## src/rtl/mips_multicycle_fsm.sv

```systemverilog
// Multi-cycle MIPS control sequencer: Moore FSM with Mealy-gated memory handshake and timeout.
// Define MIPS_FSM_PERF_EN to add the cycle_cnt / instret_cnt performance counters.
module mips_multicycle_fsm #(
   parameter int unsigned MEM_TIMEOUT = 15,
   parameter int unsigned WAIT_W      = 4
) (
   input  logic       clk,
   input  logic       rst,
   input  logic [5:0] opcode,
   input  logic       halt,
   input  logic       mem_ready,
   output logic       mem_req,
   output logic       mem_we,
   output logic       i_or_d,
   output logic       ir_write,
   output logic       pc_write,
   output logic       pc_write_cond,
   output logic [1:0] pc_source,
   output logic       alu_src_a,
   output logic [1:0] alu_src_b,
   output logic [1:0] alu_op,
   output logic       reg_dst,
   output logic       mem_to_reg,
   output logic       reg_write,
   output logic       illegal,
   output logic       mem_err,
   output logic [3:0] state
`ifdef MIPS_FSM_PERF_EN
   ,
   output logic [31:0] cycle_cnt,
   output logic [31:0] instret_cnt
`endif
);

   typedef enum logic [3:0] {
      StIdle    = 4'd0,
      StFetch   = 4'd1,
      StDecode  = 4'd2,
      StMemAddr = 4'd3,
      StMemRd   = 4'd4,
      StMemWb   = 4'd5,
      StMemWr   = 4'd6,
      StExec    = 4'd7,
      StAluWb   = 4'd8,
      StBranch  = 4'd9,
      StJump    = 4'd10,
      StImmEx   = 4'd11,
      StImmWb   = 4'd12
   } state_e;

   localparam logic [WAIT_W-1:0] WaitLimit = WAIT_W'(MEM_TIMEOUT - 1);

   state_e            state_q, state_d;
   logic [WAIT_W-1:0] wait_q, wait_d;
   logic              done;
   logic              at_limit;
   state_e            after_done;

   assign at_limit   = (wait_q == WaitLimit);
   assign after_done = halt ? StIdle : StFetch;
   assign state      = rst ? 4'd0 : state_q;

   always_ff @(posedge clk) begin
      state_q <= state_d;
      wait_q  <= wait_d;
   end

   always_comb begin
      state_d       = state_q;
      done          = 1'b0;
      mem_req       = 1'b0;
      mem_we        = 1'b0;
      i_or_d        = 1'b0;
      ir_write      = 1'b0;
      pc_write      = 1'b0;
      pc_write_cond = 1'b0;
      pc_source     = 2'd0;
      alu_src_a     = 1'b0;
      alu_src_b     = 2'd0;
      alu_op        = 2'd0;
      reg_dst       = 1'b0;
      mem_to_reg    = 1'b0;
      reg_write     = 1'b0;
      illegal       = 1'b0;
      mem_err       = 1'b0;

      case (state_q)
         StIdle: begin
            if (!halt) state_d = StFetch;
         end
         StFetch: begin
            mem_req   = 1'b1;
            alu_src_b = 2'd1;
            // mem_ready in the timeout cycle still counts as a completed access
            if (mem_ready) begin
               ir_write = 1'b1;
               pc_write = 1'b1;
               state_d  = StDecode;
            end else if (at_limit) begin
               mem_err = 1'b1;
               state_d = StIdle;
            end
         end
         StDecode: begin
            alu_src_b = 2'd3;
            case (opcode)
               6'b000000:           state_d = StExec;
               6'b100011, 6'b101011: state_d = StMemAddr;
               6'b000100:           state_d = StBranch;
               6'b000010:           state_d = StJump;
               6'b001000:           state_d = StImmEx;
               default: begin
                  illegal = 1'b1;
                  state_d = after_done;
               end
            endcase
         end
         StMemAddr: begin
            alu_src_a = 1'b1;
            alu_src_b = 2'd2;
            state_d   = opcode[3] ? StMemWr : StMemRd;
         end
         StMemRd: begin
            mem_req = 1'b1;
            i_or_d  = 1'b1;
            if (mem_ready) begin
               state_d = StMemWb;
            end else if (at_limit) begin
               mem_err = 1'b1;
               state_d = StIdle;
            end
         end
         StMemWb: begin
            reg_write  = 1'b1;
            mem_to_reg = 1'b1;
            done       = 1'b1;
            state_d    = after_done;
         end
         StMemWr: begin
            mem_req = 1'b1;
            mem_we  = 1'b1;
            i_or_d  = 1'b1;
            if (mem_ready) begin
               done    = 1'b1;
               state_d = after_done;
            end else if (at_limit) begin
               mem_err = 1'b1;
               state_d = StIdle;
            end
         end
         StExec: begin
            alu_src_a = 1'b1;
            alu_op    = 2'd2;
            state_d   = StAluWb;
         end
         StAluWb: begin
            reg_write = 1'b1;
            reg_dst   = 1'b1;
            done      = 1'b1;
            state_d   = after_done;
         end
         StBranch: begin
            alu_src_a     = 1'b1;
            alu_op        = 2'd1;
            pc_write_cond = 1'b1;
            pc_source     = 2'd1;
            done          = 1'b1;
            state_d       = after_done;
         end
         StJump: begin
            pc_write  = 1'b1;
            pc_source = 2'd2;
            done      = 1'b1;
            state_d   = after_done;
         end
         StImmEx: begin
            alu_src_a = 1'b1;
            alu_src_b = 2'd2;
            state_d   = StImmWb;
         end
         StImmWb: begin
            reg_write = 1'b1;
            done      = 1'b1;
            state_d   = after_done;
         end
         default: state_d = StIdle;
      endcase

      if (rst) begin
         state_d       = StIdle;
         done          = 1'b0;
         mem_req       = 1'b0;
         mem_we        = 1'b0;
         i_or_d        = 1'b0;
         ir_write      = 1'b0;
         pc_write      = 1'b0;
         pc_write_cond = 1'b0;
         pc_source     = 2'd0;
         alu_src_a     = 1'b0;
         alu_src_b     = 2'd0;
         alu_op        = 2'd0;
         reg_dst       = 1'b0;
         mem_to_reg    = 1'b0;
         reg_write     = 1'b0;
         illegal       = 1'b0;
         mem_err       = 1'b0;
      end
   end

   // Counter restarts on every state change so each memory state gets a fresh budget
   always_comb begin
      wait_d = wait_q;
      if (rst || (state_d != state_q)) begin
         wait_d = '0;
      end else if (mem_req && !mem_ready) begin
         wait_d = wait_q + 1'b1;
      end
   end

`ifdef MIPS_FSM_PERF_EN
   always_ff @(posedge clk) begin
      if (rst) begin
         cycle_cnt   <= 32'd0;
         instret_cnt <= 32'd0;
      end else begin
         if (state_q != StIdle) cycle_cnt <= cycle_cnt + 32'd1;
         if (done) instret_cnt <= instret_cnt + 32'd1;
      end
   end
`endif

endmodule
```

## config.mk

```make
export PLATFORM = sky130hd
export DESIGN_NAME = mips_multicycle_fsm
export DESIGN_NICKNAME = d
export VERILOG_FILES = /design/src/rtl/mips_multicycle_fsm.sv
export SDC_FILE = /design/constraint.sdc
export NUM_CORES = 1
export LEC_CHECK = 0
export CAP_MARGIN = 20
export CORE_MARGIN = 5
export CORE_UTILIZATION = 45
export CTS_CLUSTER_SIZE = 16
export DETAILED_ROUTE_END_ITERATION = 16
export HOLD_SLACK_MARGIN = 0.05
export PLACE_DENSITY = 0.82
export SYNTH_ARGS = -nofsm -noshare
export SYNTH_HDL_FRONTEND = slang
export SYNTH_SLANG_ARGS = --single-unit
```

## constraint.sdc

```tcl
create_clock -name clk -period 2.1 [get_ports clk]
set_input_delay 0.315 -clock clk [delete_from_list [all_inputs] [get_ports clk]]
set_output_delay 0.315 -clock clk [all_outputs]
set_load 0.02 [all_outputs]
```

==> impl_metrics.yaml <==
setup_path:
  r2r_setup_slack_ns: -0.12
  r2r_end: "wait_q[1]"
  crit_type: "flip-flop to flip-flop"
  cp-startpoint: "state_q[1]"
  critPathLaunchType: "flip-flop"
  rr_startpoint: "state_q[1]"
  reg2reg_depth: 7
  cp-endpoint: "wait_q[1]"
  required_ns: 2.27
  worst-path-max-fanout: 5
  cp.arrival_ns: 2.39
  cp-end-kind: "flip-flop"
timing:
  rsz0062_at_grt: "true"
  max_freq_ghz: 0.451
  clock-skew-final_ns: 0.00880
  setup_ws_ns: -0.119
  finalCritPeriodShare_pct: 106
  slew_headroom_pct: 70.9
  drv_slew: 0
  fin_crit_ns: 2.22
  worst_pin_slew_ns: 0.431
  setup_violations: 6
  hold_violations: 0
  finalSetupTns_ns: -0.278
floorplan:
  core_area_mm2: 0.00200
  num_rows: 16
  start_util_pct: 48.0
  fp.dieW_um: 56.2
  fp.dieH_um: 56.2
  ios: 32
  fp.dieArea_mm2: 0.00316
synthesis:
  synth_xor_area_share_pct: 6.38
  ys_seq_area_share_pct: 16.7
  yosys-top-cells-area: "dfxtp_1 17%, nor2_1 7.0%, nor3_2 4.2%"
  synthMuxAreaShare_pct: 1.04
  synth-simple-area-share_pct: 43.6
  yosysTopAreaCell: "dfxtp_1"
  synth_top_family_by_area: "simple AND/OR/NAND/NOR gates"
  synth-compound-area-share_pct: 21.1
  synthesis.nets: 144
  synthesis.area_um2: 961
  synthAdderAreaFrac_pct: 2.60
  ys_warn_count: 0
  synth_top_area_share_pct: 16.7
  synthCells: 132
  avgSynthCellArea_um2: 7.28
  ys_ff_latch: 8
  synth_cell_types: 44
routing:
  post-route-drc-count: 0
  via_per_inst: 5.72
  first_pass_iters: 4
  vias: 1321
  drt_iter0_markers: 74
  drtAntennaViolNets: 0
  wl_um: 4070
  drt-wirelength-per-cell_um: 17.6
placement:
  place_hpwl_um: 2570
  dp_cells: 213
  portBuffers: 31
  globalplace.congestion: 0.860
run:
  maxCapViolCount: 0
clocking:
  numClockSinks: 8
  htree_levels: 1
  postCtsHoldBufs: 0
  numCtsBuffers: 3
  cts.path.max_buffers: 2
  cts_tree: "yes"
  clock_latency_ns: 0.26
  clkTransAtPathRegs_ns: 0.06
  clockRootBuffer: "clkbuf_4"
global_routing:
  grt_pass1_wl_um: 5680
  antenna_found_initial: 0
  grtUsageMet2_pct: 42.1
  grtUsageTotal_pct: 22.3
  grt_use_met1_pct: 24.4
  met3_usage_pct: 1.16
  grt_max_degree: 12
  grt_overflow: 0
  first_global_vias: 1301
  busiest_layer: "met2"
cells_and_area:
  fillers: 125
  stdcell_count: 231
  nets: 218
  final_util_pct: 86.0
  drive_gt1_share_pct: 42.6
  area_delta_synth_final_pct: 79.2
  antennaDiodeCount: 0
run_status:
  violations: "negative setup slack"
  status: "finished with violations"
pwr:
  p_leak_nw: 0.778
  p_per_area_mw_per_mm2: 287
  peakVddDrop_mv: 0.398
hold_path:
  hp-class: "flip-flop to flip-flop"
-- critical path, cell delays in order, from the launching register on --
cell and delay (ns):
dfxtp_4 0.39, buf_6 0.12, nand2_2 0.07, or4b_4 0.49, a31oi_4 0.21, nor2b_1 0.07, or4_4 0.58, nor3_2 0.19
-- layer usage --
| layer | wire [um] | part of all wire, % |
|---|---|---|
| met1 | 1540 | 38 |
| met2 | 2120 | 52 |
| met3 | 249 | 6.1 |
| met4 | 158 | 3.9 |
| met5 | 0 | 0 |
-- layout by cell type, fill, tap and decap left out, types with 3 or more instances in the layout --
cell type and instances:
nor3_2 4, dfxtp_4 4, xor2_1 3, clkdlybuf4s50_1 5
nor3b_1 3, dfxtp_1 3, buf_4 44, clkbuf_4 3
nand2_1 10, nor2_1 18, nand3_1 3, dlygate4sd2_1 14
nor3_1 3, o211ai_1 3, nor2b_1 4, a21oi_1 7
buf_6 6, and3_1 6, xnor2_1 4, o21ai_0 5
clkdlybuf4s15_2 4, clkdlybuf4s15_1 3
-- what timing repair did --
item                       4_1_cts  5_1_grt
gates cloned                     0        0
pin swaps                        4        5
setup buffers                    7        9
setup endpoints to repair       24       19
resized for setup               58       22
-- sequential cells by signal, indices dropped and copies added, names as in the netlist --
signal	count
state_q	4
wait_q	4
-- cells in the mapped netlist, drive strengths merged --
cell     n
nor4bb   1
o21ba    2
or4b     1
o211ai   3
o21bai   2
or2      1
a211oi   2
dfxtp    8
clkbuf   4
or3b     1
a21oi    7
nand2b   2
mux2i    1
o41ai    1
inv      4
nand2   11
nor4     3
and4bb   1
a22o     1
and3     6
xnor2    4
a31oi    3
or4      3
nor3     8
xor2     3
nor4b    1
nor2b    5
nor2    18
nor3b    3
a211o    1
nand3    3
nand4b   1
o21ai    7
ha       2
buf      8
-- worst min path at each step --
stage	startpoint	to	slack (ns)	depth (start not counted)
3_5_place_dp	wait_q[3]	wait_q[3]	0.57	2
3_3_place_gp	wait_q[3]	wait_q[3]	0.58	2
5_1_grt	wait_q[3]	wait_q[3]	0.64	2
4_1_cts	wait_q[3]	wait_q[3]	0.59	2
2_1_floorplan	wait_q[1]	wait_q[1]	0.54	2
6_report	wait_q[3]	wait_q[3]	0.62	2
-- where the power goes --
part | total (W) | switching, W | internal [W]
clock network | 0.000122 | 0.0000559 | 0.0000657
registers | 0.000158 | 0.00000581 | 0.000153
logic | 0.000214 | 0.000106 | 0.000108
-- logic make-up after synthesis --
group / Yosys count
AND/OR/NAND/NOR: 69
AO/OA/AOI/OAI: 29
buffers and inverters: 16
flip-flops: 8
XOR/XNOR: 7
adder cells (fa/ha/maj): 2
multiplexers: 1
-- layout make-up --
class	instances	area, um2	area share [%]
Clock buffer	3	22.5	1.31
Inverter	4	15.0	0.872
Multi-Input combinational cell	108	786	45.6
Sequential cell	8	176	10.2
Tap cell	27	33.8	1.96
Timing Repair Buffer	81	688	40.0
-- stage by stage --
step | total power (W) | area, um2 | hold slack (ns) | worst slack [ns]
4_1_cts | 0.000467 | 1610 | 0.590 | 0.00188
3_5_place_dp | 0.000339 | 1500 | 0.574 | -0.573
5_1_grt | 0.000523 | 1720 | 0.635 | -0.185
2_1_floorplan | 0.000255 | 963 | 0.541 | 0.0368
6_report | 0.000494 | 1720 | 0.619 | -0.119
3_3_place_gp | 0.000331 | 1500 | 0.580 | -0.489
Power figures use the tool's default switching activity.
